`config.mk`:
```
export PLATFORM = sky130hd
export DESIGN_NAME = multicycle_ctrl
export DESIGN_NICKNAME = d
export VERILOG_FILES = /design/src/rtl/multicycle_ctrl.sv
export SDC_FILE = /design/constraint.sdc
export NUM_CORES = 1
export LEC_CHECK = 0
export CAP_MARGIN = 40
export CORE_ASPECT_RATIO = 0.75
export CORE_MARGIN = 2
export CORE_UTILIZATION = 25
export DETAILED_ROUTE_END_ITERATION = 16
export PLACE_DENSITY = 0.43
export SYNTH_ARGS = -nofsm -noshare
export SYNTH_HDL_FRONTEND = slang
export SYNTH_SLANG_ARGS = --single-unit
```
`constraint.sdc`:
```
create_clock -name clk_i -period 2.3 [get_ports clk_i]
set_input_delay 0.46 -clock clk_i [delete_from_list [all_inputs] [get_ports clk_i]]
set_output_delay 0.46 -clock clk_i [all_outputs]
set_load 0.03 [all_outputs]
```
`src/rtl/multicycle_ctrl.sv`:
```
// Multi-cycle control FSM for the shared ALU/memory/register-file datapath.
// Sequences FETCH/DECODE/EXEC/MEM/WB per instruction and counts retired instructions.
module multicycle_ctrl #(
  parameter int unsigned CNT_W        = 32,
  parameter bit          ILLEGAL_HALT = 1'b0
) (
  input  logic             clk_i,
  input  logic             rst_i,
  input  logic [5:0]       instr_op_i,
  input  logic             zero_i,
  input  logic             mem_ready_i,
  output logic             PCWrite_o,
  output logic             IRWrite_o,
  output logic             IorD_o,
  output logic             ALUSrcA_o,
  output logic [1:0]       ALUSrcB_o,
  output logic [1:0]       ALU_op_o,
  output logic [1:0]       PCSource_o,
  output logic [1:0]       Branch_o,
  output logic             MemRead_o,
  output logic             MemWrite_o,
  output logic             RegWrite_o,
  output logic [1:0]       RegDst_o,
  output logic [1:0]       MemtoReg_o,
  output logic [2:0]       state_o,
  output logic             illegal_o,
  output logic [CNT_W-1:0] instr_cnt_o
);

  typedef enum logic [2:0] {
    StFetch  = 3'd0,
    StDecode = 3'd1,
    StExec   = 3'd2,
    StMem    = 3'd3,
    StWb     = 3'd4,
    StHalt   = 3'd5
  } state_e;

  localparam logic [5:0] OpR    = 6'b000000;
  localparam logic [5:0] OpAddi = 6'b001001;
  localparam logic [5:0] OpLw   = 6'b101100;
  localparam logic [5:0] OpSw   = 6'b100100;
  localparam logic [5:0] OpBeq  = 6'b000110;
  localparam logic [5:0] OpBne  = 6'b000101;
  localparam logic [5:0] OpJ    = 6'b000111;
  localparam logic [5:0] OpJal  = 6'b000011;

  state_e           state_q, state_d;
  logic [5:0]       op_q;
  logic [CNT_W-1:0] cnt_q;
  logic             retire;

  always_comb begin
    state_d = state_q;
    unique case (state_q)
      StFetch: if (mem_ready_i) state_d = StDecode;
      StDecode: begin
        case (instr_op_i)
          OpR, OpAddi, OpLw, OpSw, OpBeq, OpBne: state_d = StExec;
          OpJ, OpJal:                            state_d = StFetch;
          default: state_d = ILLEGAL_HALT ? StHalt : StFetch;
        endcase
      end
      StExec: begin
        case (op_q)
          OpR, OpAddi: state_d = StWb;
          OpLw, OpSw:  state_d = StMem;
          default:     state_d = StFetch;
        endcase
      end
      StMem: if (mem_ready_i) state_d = (op_q == OpLw) ? StWb : StFetch;
      StWb:   state_d = StFetch;
      StHalt: state_d = StHalt;
      default: state_d = StFetch;
    endcase
  end

  // An instruction retires whenever the FSM returns to FETCH (illegal skips included).
  assign retire = (state_d == StFetch) &&
                  (state_q inside {StDecode, StExec, StMem, StWb});

  always_ff @(posedge clk_i) begin
    if (!rst_i) begin
      state_q <= StFetch;
      op_q    <= '0;
      cnt_q   <= '0;
    end else begin
      state_q <= state_d;
      if (state_q == StDecode) op_q <= instr_op_i;
      if (retire) cnt_q <= cnt_q + CNT_W'(1);
    end
  end

  assign state_o     = state_q;
  assign instr_cnt_o = cnt_q;

  always_comb begin
    PCWrite_o  = 1'b0;
    IRWrite_o  = 1'b0;
    IorD_o     = 1'b0;
    ALUSrcA_o  = 1'b0;
    ALUSrcB_o  = 2'b00;
    ALU_op_o   = 2'b00;
    PCSource_o = 2'b00;
    Branch_o   = 2'b00;
    MemRead_o  = 1'b0;
    MemWrite_o = 1'b0;
    RegWrite_o = 1'b0;
    RegDst_o   = 2'b00;
    MemtoReg_o = 2'b00;
    illegal_o  = 1'b0;
    if (rst_i) begin
      unique case (state_q)
        StFetch: begin
          MemRead_o = 1'b1;
          ALUSrcB_o = 2'b01;
          IRWrite_o = mem_ready_i;
          PCWrite_o = mem_ready_i;
        end
        StDecode: begin
          // DECODE acts on the live opcode; op_q only holds it from EXEC onward.
          ALUSrcB_o = 2'b11;
          case (instr_op_i)
            OpJ: begin
              PCWrite_o  = 1'b1;
              PCSource_o = 2'b10;
            end
            OpJal: begin
              PCWrite_o  = 1'b1;
              PCSource_o = 2'b10;
              RegWrite_o = 1'b1;
              RegDst_o   = 2'b10;
              MemtoReg_o = 2'b10;
            end
            OpR, OpAddi, OpLw, OpSw, OpBeq, OpBne: ;
            default: illegal_o = 1'b1;
          endcase
        end
        StExec: begin
          ALUSrcA_o = 1'b1;
          case (op_q)
            OpR: ALU_op_o = 2'b10;
            OpAddi, OpLw, OpSw: ALUSrcB_o = 2'b10;
            OpBeq: begin
              ALU_op_o   = 2'b01;
              PCSource_o = 2'b01;
              Branch_o   = 2'b01;
              PCWrite_o  = zero_i;
            end
            OpBne: begin
              ALU_op_o   = 2'b01;
              PCSource_o = 2'b01;
              Branch_o   = 2'b10;
              PCWrite_o  = ~zero_i;
            end
            default: ;
          endcase
        end
        StMem: begin
          IorD_o     = 1'b1;
          MemRead_o  = (op_q == OpLw);
          MemWrite_o = (op_q == OpSw);
        end
        StWb: begin
          RegWrite_o = 1'b1;
          case (op_q)
            OpR:     RegDst_o   = 2'b01;
            OpLw:    MemtoReg_o = 2'b01;
            default: ;
          endcase
        end
        default: ;
      endcase
    end
  end

endmodule
```
==> metrics.cfg <==
[placement]
gp_congestion=0.770
dp.cells=543
dp_hpwl_mm=6.14
port_buffers=64
place_area_um2=3620

[detailed_routing]
wl_per_cell_um=14.7
drt_iter0_drc=132
drc=0
viasPerCell=5.06
wl_mm=8.15
ant_nets=0
via_count=2805
drt_pass1_iterations=4

[clock_network]
clk_latency_ns=0.28
cts_buffer_depth=2
hold_buffers=0
cts_made_buffers=5
cts_max_level=2
tritoncts=yes
cts.clk_slew.worst_paths_ns=0.06
cts.sinks=41
cts_root_buf=clkbuf_16

[worst_setup_path]
worst_r2r_endpoint=instr_cnt_o[17]
critPathLaunch=instr_op_i[4]
worstSetupEndpointType=output pin
crit_type=input pin to output pin
path_cells=dlygate4sd2_1 > nor2_4 > nand3_2 > or3_1 > a211oi_2 > buf_4
rr_worst_depth=7
crit_required_ns=1.84
worstPathMaxFanout=5
crit_path_start_kind=input pin
critical-path-slowest-cell=or3_1
arrival_ns=1.85
r2r_slack_ns=0.14
slowest_delay_ns=0.37
r2r_start=op_q[0]

[timing]
worst_pin_slew_ns=0.524
finalMaxSlewViolations=0
fin_ws_ns=-0.00657
period_needed_ns=2.31
timing.slew.headroom_pct=64.6
rsz0062_at_grt=true
final_hold_viol_count=0
period_share_pct=100
fmax_ghz=0.434
fin_skew_ns=0.00462
setup_viol=1

[hold_path]
min_path_type=register to register
min_from=instr_cnt_o[31]
min_delay_worst_endpoint=instr_cnt_o[31]
hold_depth=2

[global_routing]
grt-ovfl-total=0
grt_usage_pct=14.6
antenna_found_initial=0
grt_pass1_vias=2623
grt_first_pass_wirelength_mm=13.2
grt_start_max_net_pins=44

[floorplanning]
die_h_um=91.6
dieWidth_um=121
num_rows=31
die_area_um2=11100
core_um2=9810
start_util_pct=26.0
ios=65

[power_and_ir_drop]
p_leak_nw=1.36
switchingPower_mw=0.477
power_density_nw_per_um2=451
swShare_pct=27.6
pwr-share-clk_pct=39.5
ir_drop_mv=0.252
p_int_mw=1.25
pwr-share-comb_pct=17.9
seq_power_share_pct=42.6

[yosys]
syn_area_per_cell_um2=7.93
synth_cell_types=53
ys_warn_count=0
synth-seq-cells=41
synth_top_flop_cell=dfxtp_1
synthesis.area_um2=2550
synth_edf_count=0
ys_seq_area_share_pct=32.1
synth_cells=322
async_flop_share_pct=0
syn_nets=333

[finish]
drive_above_1_share_pct=25.6
syn_to_final_growth_pct=49.8
mostFrequentLayoutCells=buf_4, nand2_1, dfxtp_1
final_cells=554
final_common_cell=buf_4
postLayoutCellArea_um2=3830
nets=432
nFillCells=1006
n_antenna_cell=0

[status]
status=complete, but fails checks
violations=negative setup slack

[job]
maxCapViolCount=0

==> registers in the layout, summed over array words and instances (netlist names) <==
name / flops
op_q: 6
instr_cnt_o: 32
state_o: 3
==> worst max-delay path, delay by kind of cell <==
kind / cells / cell delay, ns
and+or+nand+nor: 3 / 0.59
AOI/OAI and AO/OA: 1 / 0.26
buffers and inverters: 2 / 0.53
==> how the worst max path moves through the flow <==
stage                      end  slack (ns)
2_1_floorplan        IRWrite_o       -0.07
3_3_place_gp   instr_cnt_o[26]       -0.41
3_5_place_dp   instr_cnt_o[17]       -0.41
4_1_cts             RegWrite_o       0.006
5_1_grt             RegWrite_o       -0.02
6_report            RegWrite_o      -0.007
==> synth_stat cells (5+ instances only) <==
master    count  area [um2]
or4_1         8        60.1
nand2b_1     25         156
o311ai_1      6        52.6
nand2_1      42         158
dfxtp_1      41         821
inv_1         5        18.8
o41ai_1      10        87.6
mux2i_1      12         120
clkbuf_1      9        33.8
or3_1         6        37.5
nor3_1        6        30.0
o31ai_1       8        60.1
nand3_1       9        45.0
nor4_1       13        81.3
o21ai_0      10        50.1
nor2_1       23        86.3
nand4_1       6        37.5
buf_6         6        67.6
a21oi_1      22         110
==> per-layer routing <==
| layer | up-vias | global-route usage [%] | part of all wire (%) |
|---|---|---|---|
| met4 | 0 | 2.71 | 0.49 |
| met3 | 2 | 2.39 | 3.2 |
| met5 | - | 0 | 0 |
| met2 | 47 | 20.8 | 42 |
| met1 | 1348 | 22.8 | 54 |
| li1 | 1408 | - | - |
==> area by class of cell <==
| cell class | count | area [um2] | area share (%) |
|---|---|---|---|
| Tap cell | 132 | 165 | 4.32 |
| Timing Repair Buffer | 115 | 1010 | 26.3 |
| Clock buffer | 6 | 129 | 3.37 |
| Clock inverter | 2 | 10.0 | 0.262 |
| Inverter | 6 | 22.5 | 0.588 |
| Sequential cell | 41 | 821 | 21.4 |
| Multi-Input combinational cell | 252 | 1670 | 43.7 |
==> what timing repair did <==
item | 4_1_cts | 5_1_grt
endpoints found under the hold margin | 0 | 0
endpoints found under the setup margin | 29 | 10
pin swaps | 6 | 6
buffers inserted | 3 | 1
gates resized for setup | 20 | 13
==> power by group through the flow <==
| stage | clock [mW] | combinational, mW | sequential, mW |
|---|---|---|---|
| floorplan | 0 | 0.170 | 0.757 |
| global placement | 0 | 0.302 | 0.751 |
| detailed placement | 0 | 0.301 | 0.751 |
| CTS | 0.696 | 0.306 | 0.735 |
| global route | 0.729 | 0.337 | 0.737 |
| finish | 0.681 | 0.309 | 0.736 |
==> kinds of logic (layout without fill, tap and decap cells) <==
logic type / Yosys count / count (layout) / synth area share (%)
AOI/OAI and AO/OA: 76 / 76 / 21.3
xor gates and xnor gates: 1 / 1 / 0.343
adders and majority gates: 1 / 1 / 0.490
buffers and inverters: 29 / 129 / 6.41
DFF: 41 / 41 / 32.1
muxes: 13 / 13 / 5.14
and+or+nand+nor: 161 / 161 / 34.2
==> through the flow <==
step                setup slack, ns  power, mW  setup TNS (ns)  hold slack, ns  utilization [%]
floorplan                   -0.0675      0.927          -0.295           0.479                -
global placement             -0.410       1.05          -11.62           0.459             36.9
detailed placement           -0.414       1.05          -11.23           0.472             36.9
CTS                         0.00566       1.74               0           0.481             38.8
global route                -0.0243       1.80         -0.0411           0.501             39.0
finish                     -0.00657       1.73        -0.00657           0.474             39.0
Note: power is estimated with default switching activity, not from simulation.
